File: src/rtl/display_pkg.sv
// Shared constants for the 7-segment display path.
// Segment bit order is {g,f,e,d,c,b,a}, active-high.
package display_pkg;

  localparam int NUM_DIGITS = 4;

  localparam logic [6:0] SEG_0     = 7'h3F;
  localparam logic [6:0] SEG_1     = 7'h06;
  localparam logic [6:0] SEG_2     = 7'h5B;
  localparam logic [6:0] SEG_3     = 7'h4F;
  localparam logic [6:0] SEG_4     = 7'h66;
  localparam logic [6:0] SEG_5     = 7'h6D;
  localparam logic [6:0] SEG_6     = 7'h7D;
  localparam logic [6:0] SEG_7     = 7'h07;
  localparam logic [6:0] SEG_8     = 7'h7F;
  localparam logic [6:0] SEG_9     = 7'h6F;
  localparam logic [6:0] SEG_DASH  = 7'h40;
  localparam logic [6:0] SEG_BLANK = 7'h00;

endpackage

File: src/rtl/bcd_to_seg.sv
// Pure combinational BCD nibble to 7-segment pattern, with a blank override.
// Non-BCD nibbles (A..F) show a dash as an error indication.
module bcd_to_seg
  import display_pkg::*;
(
  input  logic [3:0] i_digit,
  input  logic       i_blank,
  output logic [6:0] o_seg
);

  always_comb begin
    o_seg = SEG_DASH;
    if (i_blank) begin
      o_seg = SEG_BLANK;
    end else begin
      unique case (i_digit)
        4'd0:    o_seg = SEG_0;
        4'd1:    o_seg = SEG_1;
        4'd2:    o_seg = SEG_2;
        4'd3:    o_seg = SEG_3;
        4'd4:    o_seg = SEG_4;
        4'd5:    o_seg = SEG_5;
        4'd6:    o_seg = SEG_6;
        4'd7:    o_seg = SEG_7;
        4'd8:    o_seg = SEG_8;
        4'd9:    o_seg = SEG_9;
        default: o_seg = SEG_DASH;
      endcase
    end
  end

endmodule

File: src/rtl/digit_scan_controller.sv
// Latches four BCD digits and scans them one slot every DIV enabled cycles,
// driving decoder select lines (b,a) and the segment pattern of the selected digit.
module digit_scan_controller
  import display_pkg::*;
#(
  parameter int DIV      = 4,
  parameter bit BLANK_LZ = 1'b1
) (
  input  logic        clk,
  input  logic        rst,
  input  logic        en,
  input  logic        load,
  input  logic [15:0] bcd_in,
  output logic        a,
  output logic        b,
  output logic [6:0]  seg,
  output logic        tick
);

  localparam int               CNT_W   = (DIV > 1) ? $clog2(DIV) : 1;
  localparam logic [CNT_W-1:0] CNT_MAX = CNT_W'(DIV - 1);

  logic [CNT_W-1:0]      r_cnt;
  logic [1:0]            r_idx;
  logic [15:0]           r_data;
  logic                  w_tick;
  logic [NUM_DIGITS-1:0] w_zero;
  logic [NUM_DIGITS-1:0] w_lz;
  logic [3:0]            w_digit;
  logic                  w_blank;

  assign w_tick = en & (r_cnt == CNT_MAX);

  // load is a single-cycle strobe with no back-pressure; it never disturbs the scan.
  always_ff @(posedge clk) begin
    if (rst) begin
      r_cnt  <= '0;
      r_idx  <= 2'd0;
      r_data <= 16'h0000;
    end else begin
      if (en) begin
        if (w_tick) begin
          r_cnt <= '0;
          r_idx <= r_idx + 2'd1;
        end else begin
          r_cnt <= r_cnt + CNT_W'(1);
        end
      end
      if (load) begin
        r_data <= bcd_in;
      end
    end
  end

  // A digit is a leading zero when it and every more significant digit are 0.
  // Invalid nibbles are nonzero and therefore stop the blanking chain.
  always_comb begin
    w_lz = '0;
    for (int k = 0; k < NUM_DIGITS; k++) begin
      w_zero[k] = (r_data[4*k +: 4] == 4'd0);
    end
    w_lz[NUM_DIGITS-1] = w_zero[NUM_DIGITS-1];
    for (int k = NUM_DIGITS - 2; k >= 1; k--) begin
      w_lz[k] = w_zero[k] & w_lz[k+1];
    end
  end

  assign w_digit = r_data[{r_idx, 2'b00} +: 4];
  assign w_blank = BLANK_LZ & w_lz[r_idx];

  bcd_to_seg u_bcd_to_seg (
    .i_digit (w_digit),
    .i_blank (w_blank),
    .o_seg   (seg)
  );

  assign a    = r_idx[0];
  assign b    = r_idx[1];
  assign tick = w_tick;

endmodule

File: config.mk
export PLATFORM = sky130hd
export DESIGN_NAME = digit_scan_controller
export DESIGN_NICKNAME = d
export VERILOG_FILES = /design/src/rtl/display_pkg.sv /design/src/rtl/bcd_to_seg.sv /design/src/rtl/digit_scan_controller.sv
export SDC_FILE = /design/constraint.sdc
export NUM_CORES = 1
export LEC_CHECK = 0
export BUFFER_PORTS_ARGS = -buffer_cell sky130_fd_sc_hd__buf_2
export CAP_MARGIN = 0
export CELL_PAD_IN_SITES_DETAIL_PLACEMENT = 0
export CELL_PAD_IN_SITES_GLOBAL_PLACEMENT = 1
export CORE_MARGIN = 4
export CORE_UTILIZATION = 35
export CTS_CLUSTER_SIZE = 16
export DETAILED_ROUTE_END_ITERATION = 10
export PLACE_DENSITY_LB_ADDON = 0.1
export REMOVE_ABC_BUFFERS = 1
export SYNTH_ARGS = -nofsm -noshare
export SYNTH_HDL_FRONTEND = slang
export SYNTH_SLANG_ARGS = --single-unit
File: constraint.sdc
create_clock -name clk -period 2.05 [get_ports clk]
set_clock_uncertainty 0.05 [all_clocks]
set_input_delay 0.1025 -clock clk [delete_from_list [all_inputs] [get_ports clk]]
set_output_delay 0.1025 -clock clk [all_outputs]
set_load 0.005 [all_outputs]
==> impl_metrics.csv, run 1 <==
group,metric,value,unit
drt,drc_errors,0,
floorplanning,die_area,0.004156,mm^2
power_and_ir_drop,power_density,538.1,mW/mm^2
hold_path,min_path_type,"in -> reg",
job,drv_cap,0,
drt,antenna_left,0,
placement,portBuffers,29,
floorplanning,die-height,64.47,um
grt,grt_pass1_vias,967,
drt,vias,937,
clocking,cts_tree,"built",
clocking,cts-htree-levels,1,
outcome,violations,"setup timing",
setup_path,cp.required,1900,ps
clocking,cts_root_buffer,"clkbuf_4",
grt,grt_max_degree,21,
logic_synthesis,synth-edff-count,0,
outcome,status,"complete, but fails checks",
logic_synthesis,ys.flop_type,"dfxtp_1",
logic_synthesis,synthCells,108,
sta,fmax,453.2,MHz
drt,wire_per_inst,12.17,um
setup_path,crit_arrival,2050,ps
setup_path,start_kind,"flop",
power_and_ir_drop,irDropWorstVdd,321.7,uV
logic_synthesis,ys_seq_area_share,35.87,%
clocking,worstSkewPairLatency,290,ps
sta,final-setup-viol-count,7,
grt,grt_pass1_wl,4215,um
grt,antenna_found_initial,0,
floorplanning,start_util,36.56,%
finish,antenna_cells,0,
drt,drt_wl_total,2470,um
placement,hpwl,1735,um
sta,rsz0062_at_grt,"yes",
sta,post-route-min-period,2207,ps
floorplanning,boundaryPins,30,
finish,fillers,319,
logic_synthesis,synth.avg_cell_area,10.33,um^2
grt,globalRoute.totalOverflow,0,
sta,fin_tns_setup,-776.9,ps
logic_synthesis,synth_cell_types,30,
floorplanning,die_w,64.47,um
finish,finalNonFillerCells,203,
setup_path,crit_fanout,4,
placement,place_inst,179,
sta,relSlewSlack,67.93,%
sta,hold_violations,0,
clocking,path_clk_slew,110,ps
logic_synthesis,syn_area,0.001116,mm^2
drt,drtIter0Drc,23,
grt,grt_usage,12.76,%
sta,worstMarginPinSlew,481.1,ps
finish,syn_to_final_growth,42.94,%
clocking,numCtsBuffers,3,
drt,firstDrtPassIters,2,
setup_path,r2r_slack,980,ps
finish,fin_nets,187,
sta,slew_violations,0,
setup_path,endpoint_kind,"primary output",
logic_synthesis,async_reset_ff_share,0,%
drt,viasPerCell,4.616,
sta,finalCritPeriodShare,107.6,%
setup_path,critical_path_class,"reg -> out",
placement,gp_congestion,0.7669,
clocking,clk_path_buf_depth,2,
floorplanning,placementRows,20,
sta,layout_setup_ws,-156.8,ps
logic_synthesis,yosysWarnings,0,
clocking,cts_sinks,20,
finish,post-route-util,52.25,%
logic_synthesis,synth-seq-cells,20,
finish,drive_gt1_share,38.99,%
power_and_ir_drop,power.leakage,0.7208,nW
placement,pre_cts_slack,-23.78,ps
floorplanning,core_area,0.003053,mm^2
power_and_ir_drop,total_power,0.8583,mW
## layout by cell type (no fill, tap or decap)
master         instances
buf_2                 29
nor2_1                21
mux2i_1               20
dfxtp_1               19
dlygate4sd3_1         14
buf_4                  6
buf_6                  5
inv_1                  4
mux4_2                 3
a221oi_2               3
ha_1                   3
clkbuf_4               3
inv_2                  2
or4_1                  2
ha_4                   2
ha_2                   2
and2_1                 1
nand2_1                1
a21oi_2                1
nor3_1                 1
a31o_2                 1
mux4_1                 1
o21a_2                 1
a221oi_1               1
nand2b_2               1
nand2b_1               1
a22oi_1                1
nor3b_1                1
a211oi_1               1
mux2_4                 1
or2b_1                 1
o211ai_1               1
xnor2_1                1
nand3_1                1
xor2_1                 1
clkbuf_8               1
dfxtp_4                1
## sequential cells by signal, summed over array words and instances, names as in the netlist
| register | flops |
|---|---|
| r_data | 16 |
| r_idx | 2 |
| r_cnt | 2 |
## worst paths after layout
check                           depth (start not counted)      start         to
worst max-delay path                                    5   r_idx[0]     seg[0]
worst min-delay path                                    3  bcd_in[8]  r_data[8]
worst max register to register                          4   r_cnt[0]   r_idx[0]
worst min register to register                          2  r_data[3]  r_data[3]
## metal layers
metal / vias to the layer above / share of wire, % / global-route usage [%] / routed length (um)
li1: 485 / - / - / -
met2: 15 / 50 / 22.81 / 1228
met1: 435 / 46 / 15.56 / 1125
met3: 2 / 4.2 / 2.080 / 104
met4: 0 / 0.45 / 3.958 / 11
met5: - / 0 / 0 / 0
## report_power, final
part / leakage [nW] / internal, mW / switching, mW / total (mW)
logic: 0.534 / 0.119 / 0.0880 / 0.206
clock network: 0.0210 / 0.108 / 0.117 / 0.225
registers: 0.166 / 0.410 / 0.0164 / 0.427
## cells in the mapped netlist (2+ instances only)
master	n	area, um^2
clkbuf_1	4	15.01
inv_1	6	22.52
or4_1	2	15.01
nor2_1	21	78.83
dfxtp_1	20	400.4
buf_6	2	22.52
mux2i_1	20	200.2
mux4_1	3	78.83
ha_1	7	87.58
a221oi_1	3	26.28
## logic make-up (layout without fill, tap and decap cells)
logic type / after synthesis / in the layout / synth area share (%)
xor gates and xnor gates: 2 / 2 / 1.570
and+or+nand+nor: 31 / 31 / 12.89
buffers and inverters: 13 / 64 / 5.828
AOI/OAI and AO/OA: 10 / 10 / 7.624
adders and majority gates: 7 / 7 / 7.847
muxes: 25 / 25 / 28.36
DFF: 20 / 20 / 35.87
## stage by stage
stage                     hold slack [ps]  cell area (um^2)
final                               10.17              1595
after global routing                18.62              1595
after CTS                           3.997              1564
after detailed placement            295.1              1311
after global placement              286.5              1311
after floorplan                     124.9              1074
## worst max-delay path: stages, from the launching register on
cell and delay (ps):
dfxtp_4 390, mux4_2 560, ha_2 200, mux2_4 270
a221oi_2 200, buf_2 150
## timing repair
action / in CTS / in global routing
pin swaps: 4 / 0
endpoints found under the hold margin: 14 / 0
hold buffers: 14 / 0
setup buffers: 5 / 1
gates resized for setup: 15 / 5
setup endpoints to repair: 7 / 7
## layout make-up
cell class | instances | area, um^2 | area share, %
multi-input combinational | 75 | 690.7 | 43.29
clock buffer | 4 | 36.28 | 2.275
timing repair buffer | 54 | 386.6 | 24.24
sequential | 20 | 404.1 | 25.33
inverter | 6 | 22.52 | 1.412
tap | 44 | 55.05 | 3.451
Power figures use the tool's default switching activity.
==> run 2: changes to the inputs <==
--- a/config.mk
+++ b/config.mk
@@ -7,5 +7,5 @@
 export LEC_CHECK = 0
 export BUFFER_PORTS_ARGS = -buffer_cell sky130_fd_sc_hd__buf_2
-export CAP_MARGIN = 0
+export CAP_MARGIN = 20
 export CELL_PAD_IN_SITES_DETAIL_PLACEMENT = 0
 export CELL_PAD_IN_SITES_GLOBAL_PLACEMENT = 1
==> constraint.sdc (replaced) <==
create_clock -name clk -period 2.05 [get_ports clk]
set_clock_uncertainty 0.05 [all_clocks]
set_input_delay 0.205 -clock clk [delete_from_list [all_inputs] [get_ports clk]]
set_output_delay 0.205 -clock clk [all_outputs]
set_load 0.005 [all_outputs]
==> run 2 against run 1 <==
The run still ends with setup timing left. Clock power grew 43%. Critical endpoint unchanged. Via count shrank 1.2%. Cell count shrank 3.9%. Cell area shrank 3.1%.
==> impl_metrics.csv, run 2 (synthesis gave the netlist of run 1 again) <==
group,metric,value,unit
drt,vias,926,
placement,portBuffers,29,
drt,drtIter0Drc,19,
grt,globalRoute.totalOverflow,0,
grt,grt_pass1_vias,1011,
floorplanning,start_util,36.56,%
drt,drc_errors,0,
clocking,cts_sinks,20,
power_and_ir_drop,seq_power_share,44.5,%
setup_path,crit_chain,"mux4_2, ha_4, mux2_4, a221oi_2, buf_2",
floorplanning,die_area,0.004156,mm^2
finish,drive_gt1_share,47.68,%
finish,syn_to_final_growth,38.56,%
sta,slew_violations,0,
clocking,worstSkewPairLatency,300,ps
sta,holdWs,81.62,ps
grt,antenna_found_initial,0,
placement,hpwl,1925,um
setup_path,cp.required,1790,ps
setup_path,endpoint_kind,"primary output",
clocking,clk_path_buf_depth,2,
clocking,path_clk_slew,110,ps
power_and_ir_drop,swShare,24.37,%
drt,firstDrtPassIters,2,
power_and_ir_drop,comb_power_share,21.9,%
power_and_ir_drop,irDropWorstVdd,356.1,uV
sta,fmax,423.9,MHz
sta,post-route-min-period,2359,ps
hold_path,min-delay-start,"bcd_in[8]",
drt,drt_wl_total,2545,um
sta,relSlewSlack,69.10,%
power_and_ir_drop,power.leakage,0.7129,nW
hold_path,whs_endpoint,"r_data[8]",
finish,multi_input_area,720.7,um^2
power_and_ir_drop,power.switching,0.2327,mW
clocking,cts_root_buffer,"clkbuf_4",
placement,pre_cts_slack,-142.1,ps
finish,finalNonFillerCells,195,
hold_path,hold_depth,3,
placement,placedInstanceArea,0.001379,mm^2
setup_path,rr_worst_depth,4,
power_and_ir_drop,power_density,617.4,mW/mm^2
setup_path,crit_fanout,4,
setup_path,r2r_slack,950,ps
finish,largest_reg_flops,16,
finish,reg_top3,"r_data: 16 flops, r_cnt: 2 flops, r_idx: 2 flops",
sta,rsz0062_at_grt,"yes",
sta,hold_violations,0,
finish,antenna_cells,0,
setup_path,start_kind,"flop",
finish,stdcell_area,0.001546,mm^2
outcome,status,"complete, but fails checks",
hold_path,min_path_type,"in -> reg",
sta,worstMarginPinSlew,463.5,ps
grt,grt_usage,13.15,%
power_and_ir_drop,clkPwrFrac,33.6,%
outcome,violations,"setup timing",
floorplanning,die-height,64.47,um
power_and_ir_drop,p_int,0.7222,mW
drt,viasPerCell,4.749,
floorplanning,boundaryPins,30,
drt,antenna_left,0,
sta,final-setup-viol-count,7,
floorplanning,core_area,0.003053,mm^2
grt,grt_max_degree,21,
placement,gp_congestion,0.7565,
setup_path,slowest_delay,580,ps
sta,fin_tns_setup,-1805,ps
grt,grt_pass1_wl,4360,um
floorplanning,placementRows,20,
setup_path,reg2reg_to,"r_idx[0]",
finish,layout_commonest_cell,"buf_2",
finish,regMostFlops,"r_data",
finish,post-route-util,50.66,%
job,drv_cap,0,
finish,ff_latch_area,405.4,um^2
power_and_ir_drop,total_power,0.9548,mW
clocking,cts-htree-levels,1,
sta,layout_setup_ws,-309.3,ps
clocking,numCtsBuffers,3,
setup_path,critPathSlowestCell,"mux4_2",
finish,fin_nets,179,
setup_path,critical_path_class,"reg -> out",
sta,finalCritPeriodShare,115.1,%
clocking,cts-hold-fix-buffers,0,
finish,fillers,307,
floorplanning,die_w,64.47,um
setup_path,r2r-start,"r_cnt[0]",
placement,place_inst,188,
clocking,cts_tree,"built",
drt,wire_per_inst,13.05,um
finish,layout_common_cells,"29 x buf_2, 21 x nor2_1, 19 x mux2i_1, 18 x dfxtp_1, 13 x buf_4",
setup_path,crit_arrival,2100,ps
run 2: metal layers:
| layer | track usage (%) | vias up | wire [um] |
|---|---|---|---|
| met4 | 4.485 | 0 | 28 |
| met5 | 0 | - | 0 |
| met1 | 14.99 | 433 | 1095 |
| met3 | 2.600 | 4 | 102 |
| li1 | - | 472 | - |
| met2 | 24.23 | 17 | 1318 |
run 2: critical path: cells and delay by family, from the launching register on:
family,cells,cell delay [ps]
muxes,2,850
AOI/OAI and AO/OA,1,220
adders and majority gates,1,200
DFF,1,390
buffers and inverters,1,150
run 2: what timing repair did:
action                                  CTS  global route
endpoints found under the setup margin    7             7
setup buffers                             2             1
gates resized for setup                  15            11
pin swaps                                 4             2
run 2: layout make-up:
class	instances	area share (%)
clock inverters	1	1.942
inverters	6	1.618
clock buffers	3	1.456
well taps	44	3.560
flip-flops and latches	20	26.21
multi-input cells	75	46.60
repair buffers	46	18.61
run 2: worst max path at each step:
stage	start	end	slack, ps
4_1_cts	r_idx[0]	seg[0]	-310
2_1_floorplan	r_idx[0]	seg[0]	-110
6_report	r_idx[0]	seg[0]	-310
5_1_grt	r_idx[0]	seg[5]	-450
3_3_place_gp	r_idx[0]	seg[0]	-80
3_5_place_dp	r_idx[0]	seg[0]	-140
run 2: power by group through the flow:
stage / logic [mW] / registers (mW) / clock network (mW)
floorplan: 0.0954 / 0.430 / 0
global placement: 0.176 / 0.434 / 0
detailed placement: 0.182 / 0.434 / 0
CTS: 0.192 / 0.425 / 0.331
global route: 0.233 / 0.428 / 0.346
finish: 0.209 / 0.425 / 0.321
==> run 3: changes to the inputs <==
- CELL_PAD_IN_SITES_DETAIL_PLACEMENT: 0 -> not set
- CELL_PAD_IN_SITES_GLOBAL_PLACEMENT: 1 -> not set
- PLACE_DENSITY_LB_ADDON: 0.1 -> not set
==> run 3 against run 2 <==
The flow still finishes with violations (setup timing). Global-route usage down 0.68 points. Cell count is 1.5% lower. Routed wire length down 4.6%. Die area stayed put. Fmax up 1.4%. First-iteration DRC count up 5.3%. Cell area decreased by 1.9%. Largest cell class unchanged. Highest routed layer unchanged.
==> impl_metrics.csv, run 3 (synthesis gave the netlist of run 1 again) <==
group,metric,value,unit
finish,fin_nets,176,
floorplanning,boundaryPins,30,
drt,drc_errors,0,
grt,antenna_found_initial,0,
outcome,status,"complete, but fails checks",
sta,final-setup-viol-count,7,
job,drv_cap,0,
setup_path,endpoint_kind,"primary output",
clocking,cts_tree,"built",
floorplanning,die-height,64.47,um
clocking,numCtsBuffers,3,
sta,relSlewSlack,68.13,%
setup_path,cp.required,1790,ps
power_and_ir_drop,irDropWorstVdd,293.6,uV
sta,hold_violations,0,
finish,finalNonFillerCells,192,
finish,stdcell_area,0.001518,mm^2
power_and_ir_drop,power_density,561.3,mW/mm^2
hold_path,min_path_type,"in -> reg",
clocking,worstSkewPairLatency,290,ps
finish,fillers,309,
drt,viasPerCell,4.740,
finish,post-route-util,49.71,%
setup_path,critPathSlowestCell,"mux4_2",
finish,largest_reg_flops,16,
setup_path,crit_fanout,4,
sta,slew_violations,0,
sta,layout_setup_ws,-276.1,ps
clocking,cts_root_buffer,"clkbuf_4",
finish,ff_latch_area,404.1,um^2
sta,worstMarginPinSlew,478.1,ps
clocking,cts_sinks,20,
placement,gp_congestion,0.8350,
placement,placedInstanceArea,0.001369,mm^2
outcome,violations,"setup timing",
grt,grt_max_degree,21,
drt,drtIter0Drc,20,
finish,multi_input_area,710.7,um^2
grt,globalRoute.totalOverflow,0,
floorplanning,die_w,64.47,um
setup_path,crit_chain,"mux4_2, ha_4, mux2_4, a221oi_2, buf_2",
sta,fin_tns_setup,-1463,ps
setup_path,crit_arrival,2070,ps
grt,grt_usage,12.47,%
grt,grt_pass1_vias,924,
placement,place_inst,185,
power_and_ir_drop,total_power,0.8520,mW
finish,regMostFlops,"r_data",
sta,finalCritPeriodShare,113.5,%
grt,grt_pass1_wl,4105,um
placement,portBuffers,29,
floorplanning,die_area,0.004156,mm^2
finish,layout_common_cells,"29 x buf_2, 21 x nor2_1, 20 x mux2i_1, 19 x dfxtp_1, 9 x buf_4",
drt,firstDrtPassIters,4,
drt,antenna_left,0,
finish,syn_to_final_growth,35.99,%
drt,wire_per_inst,12.64,um
finish,reg_top3,"r_data: 16 flops, r_cnt: 2 flops, r_idx: 2 flops",
sta,fmax,429.9,MHz
drt,drt_wl_total,2427,um
sta,post-route-min-period,2326,ps
setup_path,start_kind,"flop",
setup_path,critical_path_class,"reg -> out",
clocking,clk_path_buf_depth,2,
clocking,path_clk_slew,110,ps
finish,drive_gt1_share,44.59,%
setup_path,slowest_delay,580,ps
floorplanning,placementRows,20,
placement,hpwl,1891,um
floorplanning,core_area,0.003053,mm^2
sta,rsz0062_at_grt,"yes",
setup_path,path_delay_family,"multiplexers",
floorplanning,start_util,36.56,%
power_and_ir_drop,power.leakage,0.6934,nW
finish,antenna_cells,0,
finish,layout_commonest_cell,"buf_2",
drt,vias,910,
setup_path,crit_buf_inv,1,
clocking,cts-htree-levels,1,
run 3: path summary, 6_finish.rpt:
check / startpoint / end / slack (ps) / depth (start not counted)
worst max-delay path: r_idx[0] / seg[0] / -280 / 5
worst min-delay path: bcd_in[1] / r_data[1] / 90 / 3
worst max register to register: r_cnt[0] / r_idx[0] / 960 / 4
worst min register to register: r_cnt[1] / r_cnt[1] / 460 / 2
run 3: final cells by class:
type | count | area share [%]
clock buffers | 4 | 2.391
inverters | 6 | 1.649
multi-input cells | 75 | 46.83
flip-flops and latches | 20 | 26.63
well taps | 44 | 3.627
repair buffers | 43 | 18.88
run 3: power by group:
group,switching (mW),total [mW],internal [mW]
clock network,0.112,0.220,0.108
registers,0.0156,0.426,0.410
logic,0.0905,0.206,0.116
total,0.218,0.852,0.634
run 3: timing repair:
item	in CTS	in global routing
pin swaps	5	0
buffers inserted	2	1
gates resized for setup	22	1
hold buffers	0	0
setup endpoints to repair	7	7
run 3: metrics by stage:
| step | hold slack [ps] | setup WS (ps) |
|---|---|---|
| 2_1_floorplan | 227.4 | -111.4 |
| 3_3_place_gp | 388.4 | -77.87 |
| 3_5_place_dp | 397.1 | -129.4 |
| 4_1_cts | 76.44 | -292.5 |
| 5_1_grt | 79.84 | -385.3 |
| 6_report | 88.25 | -276.1 |
run 3: tightest hold or removal path, stage by stage:
cell     delay [ps]
buf_2            70
mux2i_1          50
nor2_1           70
run 3: routing by layer:
layer	track usage (%)	vias to the layer above	wire length (um)
met1	14.72	429	1097
met3	2.773	2	105
li1	-	459	-
met4	3.958	0	10
met5	0	-	0
met2	22.29	20	1213
